==> src/rtl/mem_arbiter.sv <==
// Purpose : round-robin arbiter sharing one single-port fixed-latency memory
//           between the instruction fetch port and the load/store port.
// Latency : grant and mem_en in the request cycle T (combinational from IDLE),
//           rvalid at T+MEM_LATENCY, next grant no earlier than T+MEM_LATENCY+1.
// Backpr. : one access in flight; requests are held by the requester until
//           *_gnt, and are simply not granted while busy (no queueing, no drop).
//
// Ports:
//   clk, rst_n                 clock / asynchronous active-low reset
//   if_req/if_addr -> if_gnt   fetch request, accept strobe
//   if_rvalid/if_rdata         fetch data pulse (rdata 0 when not valid)
//   ls_req/ls_we/ls_addr/ls_wdata -> ls_gnt   load/store request, accept strobe
//   ls_rvalid/ls_rdata         load data / store completion pulse
//   mem_en/mem_we/mem_addr/mem_wdata, mem_rdata   memory side
//   busy                       transaction in flight
module mem_arbiter #(
    parameter int ADDR_WIDTH  = 8,
    parameter int DATA_WIDTH  = 32,
    parameter int MEM_LATENCY = 1
) (
    input  logic                  clk,
    input  logic                  rst_n,
    input  logic                  if_req,
    input  logic [ADDR_WIDTH-1:0] if_addr,
    output logic                  if_gnt,
    output logic                  if_rvalid,
    output logic [DATA_WIDTH-1:0] if_rdata,
    input  logic                  ls_req,
    input  logic                  ls_we,
    input  logic [ADDR_WIDTH-1:0] ls_addr,
    input  logic [DATA_WIDTH-1:0] ls_wdata,
    output logic                  ls_gnt,
    output logic                  ls_rvalid,
    output logic [DATA_WIDTH-1:0] ls_rdata,
    output logic                  mem_en,
    output logic                  mem_we,
    output logic [ADDR_WIDTH-1:0] mem_addr,
    output logic [DATA_WIDTH-1:0] mem_wdata,
    input  logic [DATA_WIDTH-1:0] mem_rdata,
    output logic                  busy
);

    typedef enum logic {
        IDLE = 1'b0,
        WAIT = 1'b1
    } state_t;

    localparam logic       OWN_IF   = 1'b0;
    localparam logic       OWN_LS   = 1'b1;
    localparam logic [3:0] CNT_LAST = 4'(MEM_LATENCY);

    state_t     state_q, state_d;
    logic [3:0] cnt_q, cnt_d;
    logic       owner_q, owner_d;
    logic       last_grant_q, last_grant_d;
    logic       we_q, we_d;     // owner's access is a store

    logic       pick_ls;
    logic       grant;
    logic       done;

    // On contention the port that did not win last time goes first.
    always_comb begin
        if (if_req && ls_req) begin
            pick_ls = (last_grant_q == OWN_IF);
        end else begin
            pick_ls = ls_req;
        end
    end

    // rst_n gating keeps every output quiet while reset is held, even though
    // the grant path is combinational from the request inputs.
    assign grant = rst_n && (state_q == IDLE) && (if_req || ls_req);
    assign done  = rst_n && (state_q == WAIT) && (cnt_q == CNT_LAST);

    assign if_gnt    = grant && !pick_ls;
    assign ls_gnt    = grant && pick_ls;
    assign mem_en    = grant;
    assign mem_we    = ls_gnt && ls_we;
    assign mem_addr  = grant ? (pick_ls ? ls_addr : if_addr) : '0;
    assign mem_wdata = mem_we ? ls_wdata : '0;

    assign if_rvalid = done && (owner_q == OWN_IF);
    assign ls_rvalid = done && (owner_q == OWN_LS);
    assign if_rdata  = if_rvalid ? mem_rdata : '0;
    // A store completes with a pulse but carries no data.
    assign ls_rdata  = (ls_rvalid && !we_q) ? mem_rdata : '0;
    assign busy      = rst_n && (state_q == WAIT);

    always_comb begin
        state_d      = state_q;
        cnt_d        = cnt_q;
        owner_d      = owner_q;
        last_grant_d = last_grant_q;
        we_d         = we_q;
        case (state_q)
            IDLE: begin
                if (grant) begin
                    state_d      = WAIT;
                    cnt_d        = 4'd1;
                    owner_d      = pick_ls;
                    last_grant_d = pick_ls;
                    we_d         = pick_ls && ls_we;
                end
            end
            WAIT: begin
                if (done) begin
                    state_d = IDLE;
                    cnt_d   = 4'd0;
                end else begin
                    cnt_d   = cnt_q + 4'd1;
                end
            end
            default: state_d = IDLE;
        endcase
    end

    always_ff @(posedge clk or negedge rst_n) begin
        if (!rst_n) begin
            state_q      <= IDLE;
            cnt_q        <= 4'd0;
            owner_q      <= OWN_IF;
            last_grant_q <= OWN_LS;
            we_q         <= 1'b0;
        end else begin
            state_q      <= state_d;
            cnt_q        <= cnt_d;
            owner_q      <= owner_d;
            last_grant_q <= last_grant_d;
            we_q         <= we_d;
        end
    end

endmodule

==> config.mk <==
export PLATFORM = sky130hd
export DESIGN_NAME = mem_arbiter
export DESIGN_NICKNAME = d
export VERILOG_FILES = /design/src/rtl/mem_arbiter.sv
export SDC_FILE = /design/constraint.sdc
export NUM_CORES = 1
export LEC_CHECK = 0
export ABC_CLOCK_PERIOD_IN_PS = 2200
export BUFFER_PORTS_ARGS = -buffer_cell sky130_fd_sc_hd__buf_2
export CAP_MARGIN = 40
export CORE_AREA = 2 2 76 78
export CTS_CLUSTER_DIAMETER = 120
export DETAILED_ROUTE_END_ITERATION = 12
export DIE_AREA = 0 0 78 80
export PLACE_DENSITY = 0.68
export SLEW_MARGIN = 20
export SYNTH_ARGS = -nofsm -noshare
export SYNTH_HDL_FRONTEND = slang
export SYNTH_SLANG_ARGS = --single-unit
==> constraint.sdc <==
create_clock -name clk -period 2.2 [get_ports clk]
set_input_delay 0.22 -clock clk [delete_from_list [all_inputs] [get_ports clk]]
set_output_delay 0.22 -clock clk [all_outputs]
set_load 0.02 [all_outputs]
=== Word-level counts from Yosys, hierarchy flattened ===
Index checks and enable logic that the tools add are counted.

* Flip-flop bits (word level): 8
* Output and inout bits: 111

* Add/subtract/negate cells: 1
* Eq/ne operators: 2
* Mux-type cells: 12
* Bitwise logic cells: 3
* Reductions and logical operators: 16

{| class="wikitable"
|+ Operators by type and width
! cell !! number
|-
| $mux W32 || 3
|-
| $mux W8 || 2
|-
| $logic_and A1 B1 Y1 || 12
|-
| $mux W4 || 2
|-
| $pmux W4 S2 || 1
|-
| $add A4 B1 Y4 const B || 1
|-
| $eq A4 B1 Y1 const B || 1
|-
| $mux W1 || 3
|-
| $not A1 Y1 || 3
|-
| $logic_not A1 Y1 || 2
|-
| $ne A2 B2 Y1 const B || 1
|-
| $pmux W1 S2 || 1
|-
| $reduce_and A2 Y1 || 1
|-
| $logic_or A1 B1 Y1 || 1
|}

=== Logic depth before layout (Yosys ltp) ===
* Depth after elaboration: 6
* Gate-level depth with buffers: 6
* Mapped depth without buffers: 5

=== Worst setup path before layout ===
No wires, ideal clock.

* Path type: register to output
* Start point: reg cnt_q[1]
* End point: out if_rdata[22]
* Arrival: 1.674 ns
* Setup slack: 0.306 ns
* Stages on the path, launching flop included: 7
* Path through: dfrtp_1 inv_1 ha_1 or3b_4 nor3_4 buf_2 and2_1

* Longest elaborated chain between the ends: 4

{| class="wikitable"
|+ Ends and longest elaborated chain
! element !! line !! RTL
|-
| start, declared || 53 || <nowiki>logic [3:0] cnt_q, cnt_d;</nowiki>
|-
| start signal, assigned || 127 || <nowiki>cnt_q <= cnt_d;</nowiki>
|-
| $eq A4 B1 Y1 || 74 || <nowiki>assign done = rst_n && (state_q == WAIT) && (cnt_q == CNT_LAST);</nowiki>
|-
| $logic_and A1 B1 Y1 || 74 ||
|-
| $logic_and A1 B1 Y1 || 83 || <nowiki>assign if_rvalid = done && (owner_q == OWN_IF);</nowiki>
|-
| net if_rvalid || 26 || <nowiki>output logic if_rvalid,</nowiki>
|-
| $mux W32 || 85 || <nowiki>assign if_rdata = if_rvalid ? mem_rdata : '0;</nowiki>
|-
| end, declared || 27 || <nowiki>output logic [DATA_WIDTH-1:0] if_rdata,</nowiki>
|}

The timed path passes the listed nets, and every way through them passes these cells.

=== Worst setup path in the final report ===
* Start point: reg cnt_q[1]
* End point: out ls_rdata[7]

* Longest elaborated chain between the ends: 5

{| class="wikitable"
|+ Ends and longest elaborated chain
! element !! line !! RTL
|-
| $eq A4 B1 Y1 || 74 ||
|-
| $logic_and A1 B1 Y1 || 74 ||
|-
| $logic_and A1 B1 Y1 || 84 || <nowiki>assign ls_rvalid = done && (owner_q == OWN_LS);</nowiki>
|-
| $logic_and A1 B1 Y1 || 87 || <nowiki>assign ls_rdata = (ls_rvalid && !we_q) ? mem_rdata : '0;</nowiki>
|-
| $mux W32 || 87 ||
|-
| end, declared || 34 || <nowiki>output logic [DATA_WIDTH-1:0] ls_rdata,</nowiki>
|}

Every way passes these cells.

==> reports/results.txt <==
Status: finished clean
RSZ-0062 raised after global routing: true
Minimum clock period: 2.18 ns
Final GP Congestion: 0.826
Initial core utilization: 22.4%
Slew Viols, Final: 0
Final worst path period share: 99.3%
Final setup viols: 0
Fillers: 501
Peak supply drop: 0.000303 V
Yosys warning count: 0
Area growth from synthesis to layout: 116%
Core area: 5410 sq um
Final Hold Fails: 0
Clock tree buffer depth: 2
Mapped Avg Cell Area: 7.53 sq um
Synthesized area: 1210 sq um
Total track usage: 14.7%
Boundary Pins: 196
Worst-Margin Slew: 0.600 ns
Antenna violations before repair: 0
Max Cap Viol: 0
Ant. Diodes: 0
Slew margin rel.: 59.6%
WL/cell: 13.2 um
Final hold slack: 0.387 ns
Yosys cell types: 29
Crit Path Category: reg -> out
Clock Skews: 0.00285 ns
Clock tree from TritonCTS: yes
Clock latency on the worst-skew pair: 0.23 ns
Mapped Nets: 248
Top cells by area, synth: and2_1 (39%), dfrtp_1 (14%), and2_2 (12%)
CP max FO: 32
Most common cell after layout, fill and taps aside: buf_2
Die X: 78 um
Root buffer cell: clkbuf_8
GR Overflow Total: 0
First-pass GRT wire length: 7320 um
Largest net degree at the start of global routing: 34
TNS Setup: 0 ns
Power after layout: 1.36 mW
CTS sink count: 8
CP endpoint kind: output pin
Worst hold path class: in -> reg
Multi-input logic area: 935 sq um
Fmax: 0.458 GHz
Std cell rows: 27
Via count: 1819
HPWL after DPL: 4500 um
Post-synth top area share: 39.2%
Most frequent cells in the layout: buf_2 (131), and2_1 (76), buf_4 (33), buf_6 (32), and2_2 (20)
Number of port buffers: 195
Drt total wl: 5600 um
Via/cell ratio: 4.28
Layout cell share with drive strength beyond 1: 64.0%
Routed Antenna Nets: 0
Nets: 441
Synthesis-stage register bit count: 8
Reg area: 201 sq um
1st-iter DRT viols: 34
PD cells: 521 nW/um^2
Crit path required time: 1.98 ns
Die area: 6240 sq um
Arrival time of the worst setup path: 1.96 ns
Sequential element share of the synthesized area: 16.6%
Remaining DRCs: 0
Post-Synthesis Cells: 161
Critical Path Start Type: register
Htree depth: 1
Leak pwr: 1.57 nW
Cts bufs inserted: 3
Cell taking the most area after synthesis: and2_1
Final core utilization: 48.4%
Clock Pin Slew Worst Setup and Hold Paths: 0.04 ns
Post-CTS repair timing setup buffer count: 0
Die height: 80 um
DR pass1 iterations: 6
Vias in the first global route: 1580
## state kept, by name, summed over array words and instances, names as in the netlist
name and count:
cnt_q 4, last_grant_q 1, owner_q 1, state_q 1
we_q 1
## where the power goes
part / internal (mW) / switching (mW)
Clock: 0.126 / 0.0572
Sequential: 0.227 / 0.0932
Combinational: 0.405 / 0.455
Total: 0.757 / 0.606
## area by class of cell
type	count	area share, %
Multi-Input combinational cell	136	35.8
Tap cell	72	3.45
Timing Repair Buffer	200	50.6
Inverter	5	0.718
Sequential cell	8	7.71
Clock buffer	4	1.72
## path summary, 6_finish.rpt
path	startpoint	end	slack, ns	cells past startpoint
hold reg to reg	last_grant_q	last_grant_q	0.47	2
setup / recovery	cnt_q[1]	ls_rdata[7]	0.02	7
max in group asynchronous	rst_n	owner_q	1.46	2
setup reg to reg	state_q	owner_q	0.84	3
hold / removal	ls_we	we_q	0.39	3
min in group asynchronous	rst_n	state_q	0.49	2
## metrics by stage
step	instances	cell area, sq um	setup WS, ns
6_report	425	2610	0.0155
5_1_grt	425	2610	-0.0631
4_1_cts	425	2390	-0.000648
3_5_place_dp	419	2270	0.234
3_3_place_gp	419	2270	0.269
2_1_floorplan	161	1210	0.306
## critical path, stage by stage, from the launching register on
cell and delay (ns):
dfrtp_1 0.41, inv_2 0.07, ha_1 0.14, or3b_4 0.42
nor4_4 0.19, buf_12 0.20, and2_2 0.18, buf_6 0.12
## logic make-up (layout without fill, tap and decap cells)
logic type	count (synthesis)	after routing	synth area share, %
AOI/OAI and AO/OA	19	19	11.6
buffers and inverters	17	209	6.29
and+or+nand+nor	115	115	63.5
adders and majority gates	2	2	2.06
DFF	8	8	16.6
## Yosys cell counts
library cell,count
a22o_1,8
a21o_1,1
and2_2,20
nor3_1,1
and2_1,76
o21ai_0,2
ha_1,2
nand3b_1,1
dfstp_2,1
nand2b_1,3
a21oi_1,2
a31oi_1,3
nor4_4,1
inv_1,5
and4_1,1
or3b_4,1
and3_1,2
nor2b_1,1
a2bb2oi_1,1
o22ai_1,1
buf_2,5
a41oi_1,1
nand3_1,2
nor3_4,1
dfrtp_1,7
nand2_1,4
nand4bb_1,1
clkbuf_1,2
clkbuf_2,5
## timing repair
item | 4_1_cts | 5_1_grt
endpoints found under the hold margin | 7 | 0
endpoints found under the setup margin | 22 | 64
hold buffers | 2 | 0
gates resized for setup | 22 | 75
## metal layers
| metal | track usage [%] | part of all wire, % | vias up |
|---|---|---|---|
| li1 | - | - | 903 |
| met3 | 2.94 | 10 | 4 |
| met5 | 0 | 0 | - |
| met2 | 30.3 | 54 | 126 |
| met1 | 14.5 | 35 | 786 |
| met4 | 4.21 | 0.66 | 0 |
Note: power is estimated with default switching activity, not from simulation.
